`src/rtl/piso_tx_arbiter_if.sv`:
```
// Requester-side bus of the PISO transmit arbiter: request levels, flattened
// parallel words, and the grant/load/status signals returned by the arbiter.
interface piso_tx_arbiter_if #(
  parameter int N_REQ  = 4,
  parameter int DATA_W = 4
);
  logic [N_REQ-1:0]        i_req;
  logic [N_REQ*DATA_W-1:0] i_data;
  logic [N_REQ-1:0]        o_gnt;
  logic                    o_load;
  logic [DATA_W-1:0]       o_load_data;
  logic [2:0]              o_owner;
  logic                    o_busy;
  logic                    o_done;
  logic [7:0]              o_frame_cnt;

  // Requester side: drives requests and words, observes grant and status.
  modport master (
    output i_req, i_data,
    input  o_gnt, o_load, o_load_data, o_owner, o_busy, o_done, o_frame_cnt
  );

  // Arbiter side.
  modport slave (
    input  i_req, i_data,
    output o_gnt, o_load, o_load_data, o_owner, o_busy, o_done, o_frame_cnt
  );
endinterface

```
`src/rtl/piso_tx_arbiter.sv`:
```
// Round-robin arbiter that feeds one shared PISO shifter: grants one requester,
// issues a load strobe with its word, then waits out the shifter's busy window.
module piso_tx_arbiter #(
  parameter int N_REQ        = 4,
  parameter int DATA_W       = 4,
  parameter int SHIFT_CYCLES = 5
) (
  input  logic                i_clk,
  input  logic                i_rst_n,
  piso_tx_arbiter_if.slave    bus,
  output logic                o_dbg_state
);

  localparam int CNT_W = (SHIFT_CYCLES < 2) ? 1 : $clog2(SHIFT_CYCLES);

  typedef enum logic [0:0] {
    IDLE = 1'b0,
    WAIT = 1'b1
  } state_t;

  // Handshake: a requester holds i_req and its word stable until it sees its
  // o_gnt bit; the word is captured on the same edge that raises o_gnt, and a
  // request still high afterwards is treated as a fresh request.
  state_t              r_state;
  logic [CNT_W-1:0]    r_cnt;
  logic [2:0]          r_ptr;
  logic [N_REQ-1:0]    r_gnt;
  logic                r_load;
  logic [DATA_W-1:0]   r_load_data;
  logic [2:0]          r_owner;
  logic                r_busy;
  logic                r_done;
  logic [7:0]          r_frame_cnt;

  logic                w_hit;
  logic [2:0]          w_win;
  logic [N_REQ-1:0]    w_gnt;
  logic [DATA_W-1:0]   w_word;

  // Search starts just after the last winner and wraps modulo N_REQ.
  always_comb begin
    int idx;
    w_hit  = 1'b0;
    w_win  = '0;
    w_gnt  = '0;
    w_word = '0;
    idx    = 0;
    for (int i = 1; i <= N_REQ; i++) begin
      idx = int'(r_ptr) + i;
      if (idx >= N_REQ) idx = idx - N_REQ;
      if (!w_hit && bus.i_req[idx]) begin
        w_hit      = 1'b1;
        w_win      = 3'(idx);
        w_gnt[idx] = 1'b1;
        w_word     = bus.i_data[idx*DATA_W +: DATA_W];
      end
    end
  end

  always_ff @(posedge i_clk or negedge i_rst_n) begin
    if (!i_rst_n) begin
      r_state     <= IDLE;
      r_cnt       <= '0;
      r_ptr       <= 3'(N_REQ - 1);
      r_gnt       <= '0;
      r_load      <= 1'b0;
      r_load_data <= '0;
      r_owner     <= '0;
      r_busy      <= 1'b0;
      r_done      <= 1'b0;
      r_frame_cnt <= '0;
    end else begin
      case (r_state)
        IDLE: begin
          r_done <= 1'b0;
          if (w_hit) begin
            r_gnt       <= w_gnt;
            r_load      <= 1'b1;
            r_load_data <= w_word;
            r_owner     <= w_win;
            r_ptr       <= w_win;
            r_busy      <= 1'b1;
            r_frame_cnt <= r_frame_cnt + 8'd1;
            r_cnt       <= CNT_W'(SHIFT_CYCLES - 1);
            r_state     <= WAIT;
          end else begin
            r_gnt  <= '0;
            r_load <= 1'b0;
            r_busy <= 1'b0;
          end
        end
        WAIT: begin
          r_gnt  <= '0;
          r_load <= 1'b0;
          // Last WAIT cycle: the following cycle is IDLE and flags completion.
          if (r_cnt == '0) begin
            r_busy  <= 1'b0;
            r_done  <= 1'b1;
            r_state <= IDLE;
          end else begin
            r_cnt <= r_cnt - 1'b1;
          end
        end
        default: begin
          r_state <= IDLE;
        end
      endcase
    end
  end

  assign bus.o_gnt       = r_gnt;
  assign bus.o_load      = r_load;
  assign bus.o_load_data = r_load_data;
  assign bus.o_owner     = r_owner;
  assign bus.o_busy      = r_busy;
  assign bus.o_done      = r_done;
  assign bus.o_frame_cnt = r_frame_cnt;
  assign o_dbg_state     = (r_state == WAIT);

endmodule

```
`src/flat_wrapper.sv`:
```
// flat-port wrapper written by rule: the top's interface ports become plain ports
module piso_tx_arbiter_flat 
#(
  parameter int N_REQ        = 4,
  parameter int DATA_W       = 4,
  parameter int SHIFT_CYCLES = 5
)
  (i_clk, i_rst_n, o_dbg_state, bus_i_req, bus_i_data, bus_o_gnt, bus_o_load, bus_o_load_data, bus_o_owner, bus_o_busy, bus_o_done, bus_o_frame_cnt);
  piso_tx_arbiter_if #(.N_REQ(N_REQ), .DATA_W(DATA_W)) bus_i ();
  input  logic i_clk;
  input  logic i_rst_n;
  output logic o_dbg_state;
  input wire logic [$bits(bus_i.i_req)-1:0] bus_i_req;
  input wire logic [$bits(bus_i.i_data)-1:0] bus_i_data;
  output wire logic [$bits(bus_i.o_gnt)-1:0] bus_o_gnt;
  output wire logic [$bits(bus_i.o_load)-1:0] bus_o_load;
  output wire logic [$bits(bus_i.o_load_data)-1:0] bus_o_load_data;
  output wire logic [$bits(bus_i.o_owner)-1:0] bus_o_owner;
  output wire logic [$bits(bus_i.o_busy)-1:0] bus_o_busy;
  output wire logic [$bits(bus_i.o_done)-1:0] bus_o_done;
  output wire logic [$bits(bus_i.o_frame_cnt)-1:0] bus_o_frame_cnt;
  assign bus_i.i_req = bus_i_req;
  assign bus_i.i_data = bus_i_data;
  assign bus_o_gnt = bus_i.o_gnt;
  assign bus_o_load = bus_i.o_load;
  assign bus_o_load_data = bus_i.o_load_data;
  assign bus_o_owner = bus_i.o_owner;
  assign bus_o_busy = bus_i.o_busy;
  assign bus_o_done = bus_i.o_done;
  assign bus_o_frame_cnt = bus_i.o_frame_cnt;
  piso_tx_arbiter #(.N_REQ(N_REQ), .DATA_W(DATA_W), .SHIFT_CYCLES(SHIFT_CYCLES)) u_core (.i_clk(i_clk), .i_rst_n(i_rst_n), .bus(bus_i), .o_dbg_state(o_dbg_state));
endmodule
```
`config.mk`:
```
export PLATFORM = sky130hd
export DESIGN_NAME = piso_tx_arbiter_flat
export DESIGN_NICKNAME = d
export VERILOG_FILES = /design/src/rtl/piso_tx_arbiter_if.sv /design/src/rtl/piso_tx_arbiter.sv /design/src/flat_wrapper.sv
export SDC_FILE = /design/constraint.sdc
export NUM_CORES = 1
export LEC_CHECK = 0
export ABC_AREA = 0
export ABC_CLOCK_PERIOD_IN_PS = 2900
export BUFFER_PORTS_ARGS = -buffer_cell sky130_fd_sc_hd__buf_2
export CORE_UTILIZATION = 51
export CTS_CLUSTER_SIZE = 25
export DETAILED_ROUTE_END_ITERATION = 7
export PLACE_DENSITY = 0.78
export SLEW_MARGIN = 40
export SYNTH_ARGS = -nofsm -noshare
export SYNTH_HDL_FRONTEND = slang
export SYNTH_SLANG_ARGS = --single-unit
```
`constraint.sdc`:
```
create_clock -name i_clk -period 2.9 [get_ports i_clk]
set_clock_uncertainty 0.15 [all_clocks]
set_input_delay 0 -clock i_clk [delete_from_list [all_inputs] [get_ports i_clk]]
set_output_delay 0 -clock i_clk [all_outputs]
set_load 0.02 [all_outputs]
```
==> impl_metrics.tcl, run 1 <==
set metrics [dict create \
    htreeDepth 1 \
    reg2reg_slack_ns 0.22 \
    worstSetupPathType "register to register" \
    synth.ff_latch_count 28 \
    area_growth_syn_to_layout_pct 14.0 \
    synth_cells 234 \
    relSlewSlack_pct 60.0 \
    gr-total-overflow 0 \
    seq_area_um2 703 \
    power_density_nw_per_um2 1260 \
    drt_iter0_drc 193 \
    synth_top_area_share_pct 27.6 \
    place_area_um2 2630 \
    vias 2015 \
    portBuffers 44 \
    io_pins 45 \
    fmax_mhz 373 \
    pre_cts_slack_ns 0.245 \
    clk_pin_slew_ns 0.09 \
    final.setup.tns_ns 0 \
    grt_pass1_wl_um 8700 \
    critPathCaptureType "register" \
    post_drt_wl_per_cell_um 15.5 \
    final_nets 320 \
    critPathArrivalTime_ns 2.75 \
    cts_resized 0 \
    cts_sinks 28 \
    num_rows 24 \
    synth_commonest_cells "nand2_1 (32), dfrtp_1 (26), a21oi_1 (18), ha_1 (16), nand3_1 (14)" \
    antenna_found_initial 0 \
    hold_end "u_core.bus.o_load_data[2]" \
    finalWirelength_um 5160 \
    drive_gt1_share_pct 31.0 \
    async_reset_ff_share_pct 100 \
    fp.dieW_um 69.9 \
    holdWs_ns 0.0520 \
    p_total_uw 3390 \
    period_share_pct 92.5 \
    fillers 364 \
    status "finished clean" \
    ys_warn_count 0 \
    setup_slack_ns 0.216 \
    fin_crit_ns 2.68 \
    seq_area_frac_synth_pct 29.9 \
    die_area_um2 4890 \
    synth_area_um2 2350 \
    cap_violations 0 \
    firstDrtPassIters 6 \
    syn_area_per_cell_um2 10.1 \
    hpwl_um 3900 \
    synth_top_area_cell "dfrtp_1" \
    synth_edf_count 0 \
    core_um2 4380 \
    min_from "bus_i_data[2]" \
    route.detailed.drc 0 \
    setup_violations 0 \
    antennaDiodeCount 0 \
    grt_max_degree 29 \
    yosysMostFrequentCell "nand2_1" \
    hold_depth 4 \
    r2r_cells 9 \
    cts_tree "yes" \
    synth_area_leaders "dfrtp_1 (28%), mux4_2 (12%), ha_1 (8.5%)" \
    gp_congestion 0.912 \
    grt_usage_pct 22.2 \
    p_leak_uw 0.00122 \
    worstMarginPinSlew_ns 0.600 \
    worst_hold_path_type "input pin to register" \
    clkLatencyLatePin_ns 0.27 \
    ant_nets 0 \
    start_kind "register" \
    grt_pass1_vias 1785 \
    grt_setup_unrepaired "no" \
    slew_viol_final 0 \
    synth_cell_type_count 53 \
    vdd_ir_drop_max_mv 0.545 \
    viasPerCell 6.05 \
    ys.flop_type "dfrtp_1" \
    initial_core_util_pct 53.7 \
    crit_path_max_fanout 10 \
    syn_nets 272 \
    post_cts_buffers 0 \
    dieHeight_um 69.9 \
    r2r-end "u_core.bus.o_load_data[1]" \
    r2r_start "u_core.r_ptr[0]" \
    multi_input_area_um2 1530 \
    stdcell_area_um2 2680 \
    hold_viol 0 \
    root_buffer "clkbuf_8" \
    required_ns 2.97 \
    numCtsBuffers 3 \
    cts_buffer_depth 2 \
]
cell type report:
class / count / share of cell area (%)
multi-input combinational: 186 / 56.9
sequential: 28 / 26.2
timing repair buffer: 56 / 11.7
tap: 52 / 2.42
clock buffer: 4 / 1.68
inverter: 7 / 1.17
power breakdown:
group          leakage [uW]  total, uW  internal (uW)  switching [uW]
registers          0.000341        707            571             137
clock network     0.0000228        212           98.6             114
logic              0.000858       2470           1070            1390
total               0.00122       3390           1740            1640
how the worst max path moves through the flow:
stage,from,end,slack (ns),cells after the start
2_1_floorplan,u_core.r_ptr[0],u_core.bus.o_gnt[0],0.02,10
3_3_place_gp,u_core.r_ptr[0],u_core.bus.o_load_data[1],0.27,9
3_5_place_dp,u_core.r_ptr[0],u_core.bus.o_load_data[1],0.24,9
4_1_cts,u_core.r_ptr[0],u_core.bus.o_load_data[1],0.23,9
5_1_grt,u_core.r_ptr[1],u_core.r_cnt[1],0.10,8
6_report,u_core.r_ptr[0],u_core.bus.o_load_data[1],0.22,9
flip-flops by register name (all words and copies together) (netlist names), named ones only:
name	count
u_core.bus.o_busy	1
u_core.o_dbg_state	1
u_core.bus.o_frame_cnt	8
u_core.bus.o_gnt	4
u_core.bus.o_load	1
u_core.bus.o_load_data	4
u_core.r_cnt	3
u_core.bus.o_done	1
u_core.r_ptr	2
u_core.bus.o_owner	2
cell usage in the layout (no fill, tap or decap), types with 3 or more instances in the layout:
master    synthesis  routed
mux2i_1           5       5
xnor2_1           9       9
a221oi_1          3       3
ha_1             16      16
dfrtp_1          26      26
buf_2             4      44
mux4_2           13      13
inv_1             5       4
xor2_1            4       4
nand2b_1          6       6
clkbuf_8          0       3
a222oi_1          4       4
a21oi_1          18      18
and3_1            3       3
buf_4             2      11
a31oi_1           4       4
a22o_1            4       4
o21ai_0           6       6
mux2_2            3       3
nand3_1          14      14
nand2_1          32      32
nor2_1           11      11
routing by layer:
metal	global-route usage [%]	vias up	routed length [um]
li1	-	964	-
met1	32.7	949	2380
met2	33.7	95	2320
met3	2.60	7	360
met4	8.44	0	87
met5	0	-	0
worst max-delay path, cell delays in order, from the launching register on:
cell	delay [ns]
dfstp_2	0.54
inv_2	0.04
ha_1	0.42
mux4_2	0.43
buf_4	0.20
nand2b_4	0.15
a21oi_1	0.24
a21oi_1	0.11
a21oi_1	0.19
o22a_1	0.15
logic make-up after synthesis:
group / share of synthesized area, %
compound gates: 16.8
flops: 29.9
fa+ha+maj: 8.51
buf+inv: 5.26
simple gates: 17.6
xor+xnor: 4.84
mux: 17.1
timing repair:
action | CTS | global route
hold buffers | 1 | 0
setup endpoints to repair | 0 | 0
hold endpoints to repair | 28 | 0
stage by stage:
stage / std cells / utilization, %
2_1_floorplan: 234 / -
3_3_place_gp: 328 / 60.0
3_5_place_dp: 328 / 60.0
4_1_cts: 333 / 61.2
5_1_grt: 333 / 61.2
6_report: 333 / 61.2
Note: power is estimated with default switching activity, not from simulation.
==> run 2: changes to the inputs <==
--- a/config.mk
+++ b/config.mk
@@ -7,11 +7,12 @@
 export LEC_CHECK = 0
 export ABC_AREA = 0
 export ABC_CLOCK_PERIOD_IN_PS = 2900
-export BUFFER_PORTS_ARGS = -buffer_cell sky130_fd_sc_hd__buf_2
-export CORE_UTILIZATION = 51
+export CORE_MARGIN = 2
+export CORE_UTILIZATION = 58
 export CTS_CLUSTER_SIZE = 25
 export DETAILED_ROUTE_END_ITERATION = 7
-export PLACE_DENSITY = 0.78
+export DONT_BUFFER_PORTS = 1
+export PLACE_DENSITY = 0.77
 export SLEW_MARGIN = 40
 export SYNTH_ARGS = -nofsm -noshare
 export SYNTH_HDL_FRONTEND = slang
==> run 2 against run 1 <==
Cell count decreased by 12%; critical path depth is the same; register-to-register slack worse by 0.04 ns; sequential share of layout area rose by 1.5 points; clock power is 12% higher; via count shrank 3.9%; sequential power is 24% higher; power decreased by 1.8%; global-route usage is 3.0 points higher; largest cell class unchanged; largest power group unchanged.
==> impl_metrics.tcl, run 2 (synthesis results as in run 1) <==
set metrics [dict create \
    num_rows 23 \
    critPathTopFamily "flip-flops" \
    hpwl_um 4090 \
    drt_iter0_drc 76 \
    slowest_stage "dfstp_2" \
    power_switching_share_pct 49.1 \
    hold_viol 0 \
    ant_nets 0 \
    post_drt_wl_per_cell_um 18.6 \
    grt_use_met3_pct 2.83 \
    setup_violations 0 \
    period_share_pct 94.1 \
    antenna_found_initial 0 \
    comb_power_share_pct 66.6 \
    cts_resized 0 \
    clkLatencyLatePin_ns 0.27 \
    power.switching_uw 1630 \
    finalNonFillerCells 293 \
    fin_crit_ns 2.73 \
    cts_buffer_depth 2 \
    p_leak_uw 0.00107 \
    gp_congestion 0.928 \
    numCtsBuffers 3 \
    worst_hold_path_type "input pin to async pin" \
    cts_tree "yes" \
    grt_usage_pct 25.3 \
    portBuffers 0 \
    vias 1936 \
    drive_gt1_share_pct 18.9 \
    crit_path_max_fanout 14 \
    p_clk_share_pct 7.1 \
    final_nets 282 \
    io_pins 45 \
    multi_input_area_um2 1530 \
    vdd_ir_drop_max_mv 0.646 \
    grt_pass1_vias 1857 \
    status "finished clean" \
    worstMarginPinSlew_ns 0.459 \
    htreeDepth 1 \
    gr-total-overflow 0 \
    mostFrequentLayoutCells "nand2_1 (32), dfrtp_1 (26), a21oi_1 (18)" \
    fmax_mhz 367 \
    grt_setup_unrepaired "no" \
    worstSetupPathType "register to register" \
    relSlewSlack_pct 69.4 \
    cap_violations 0 \
    seqPwrFrac_pct 26.3 \
    start_kind "register" \
    slew_viol_final 0 \
    critPathCaptureType "register" \
    largest_reg_flops 8 \
    required_ns 2.91 \
    busiest_layer "met2" \
    grtUsageMet1_pct 33.8 \
    fillers 318 \
    cts_sinks 28 \
    slowest_delay_ns 0.55 \
    antennaDiodeCount 0 \
    route.detailed.drc 0 \
    seq_area_um2 703 \
    grt_pass1_wl_um 8810 \
    power_density_nw_per_um2 1310 \
    place_inst 282 \
    core_um2 3940 \
    initial_core_util_pct 59.7 \
    critPathBufInv 2 \
    final.setup.tns_ns 0 \
    clk_pin_slew_ns 0.09 \
    root_buffer "clkbuf_8" \
    internal_power_uw 1690 \
    finalWirelength_um 5450 \
    critPathArrivalTime_ns 2.74 \
    final_common_cell "nand2_1" \
    dieHeight_um 67.7 \
    grt_max_degree 29 \
    area_growth_syn_to_layout_pct 7.87 \
    grt_util_met2_pct 42.5 \
    firstDrtPassIters 7 \
    crit_chain "inv_2 -> ha_1 -> mux4_2 -> nor2_2 -> a21o_1 -> buf_4 -> nor3_4 -> nand3_1 -> xnor2_1" \
    fp.dieW_um 67.7 \
    viasPerCell 6.61 \
    die_area_um2 4580 \
]
[run 2: worst paths after layout]
check	start	endpoint	slack [ns]	depth (start not counted)
worst max register to register	u_core.r_ptr[0]	u_core.bus.o_frame_cnt[7]	0.17	9
worst min-delay path	i_rst_n	u_core.bus.o_load_data[1]	0.005	2
worst max-delay path	u_core.r_ptr[0]	u_core.bus.o_frame_cnt[7]	0.17	9
min in group i_clk	bus_i_data[10]	u_core.bus.o_load_data[2]	0.05	4
max in group asynchronous	i_rst_n	u_core.r_ptr[0]	2.37	2
worst min register to register	u_core.r_cnt[0]	u_core.r_cnt[0]	0.35	1
[run 2: area by class of cell]
| cell class | count | area share [%] |
|---|---|---|
| Inverter | 7 | 1.23 |
| Timing Repair Buffer | 18 | 6.31 |
| Tap cell | 50 | 2.46 |
| Multi-Input combinational cell | 186 | 60.1 |
| Sequential cell | 28 | 27.7 |
| Clock buffer | 4 | 2.17 |
[run 2: metrics by stage]
step / total power (uW) / hold slack, ns / worst slack [ns] / util (%) / area [um2]
4_1_cts: 3310 / 0.00803 / 0.124 / 64.2 / 2530
6_report: 3320 / 0.00507 / 0.172 / 64.4 / 2540
5_1_grt: 3610 / 0.0125 / 0.0105 / 64.4 / 2540
2_1_floorplan: 2620 / -0.446 / 0.0250 / - / 2360
3_5_place_dp: 3040 / -0.445 / 0.196 / 61.0 / 2410
3_3_place_gp: 2990 / -0.445 / 0.269 / 61.0 / 2410
[run 2: per-layer routing]
layer | wire, um | part of all wire, % | up-vias
met4 | 81 | 1.5 | 0
met1 | 2380 | 44 | 972
met3 | 308 | 5.6 | 8
li1 | - | - | 888
met5 | 0 | 0 | -
met2 | 2680 | 49 | 68
[run 2: what timing repair did]
| item | 4_1_cts | 5_1_grt |
|---|---|---|
| endpoints found under the hold margin | 31 | 0 |
| setup buffers | 0 | 1 |
| endpoints found under the setup margin | 0 | 1 |
| hold buffers | 6 | 0 |
[run 2: power groups by stage]
stage / combinational, uW / clock (uW) / sequential [uW]
6_report: 2210 / 237 / 874
5_1_grt: 2450 / 258 / 900
4_1_cts: 2190 / 242 / 875
3_5_place_dp: 2150 / 0 / 884
3_3_place_gp: 2120 / 0 / 873
2_1_floorplan: 1770 / 0 / 856
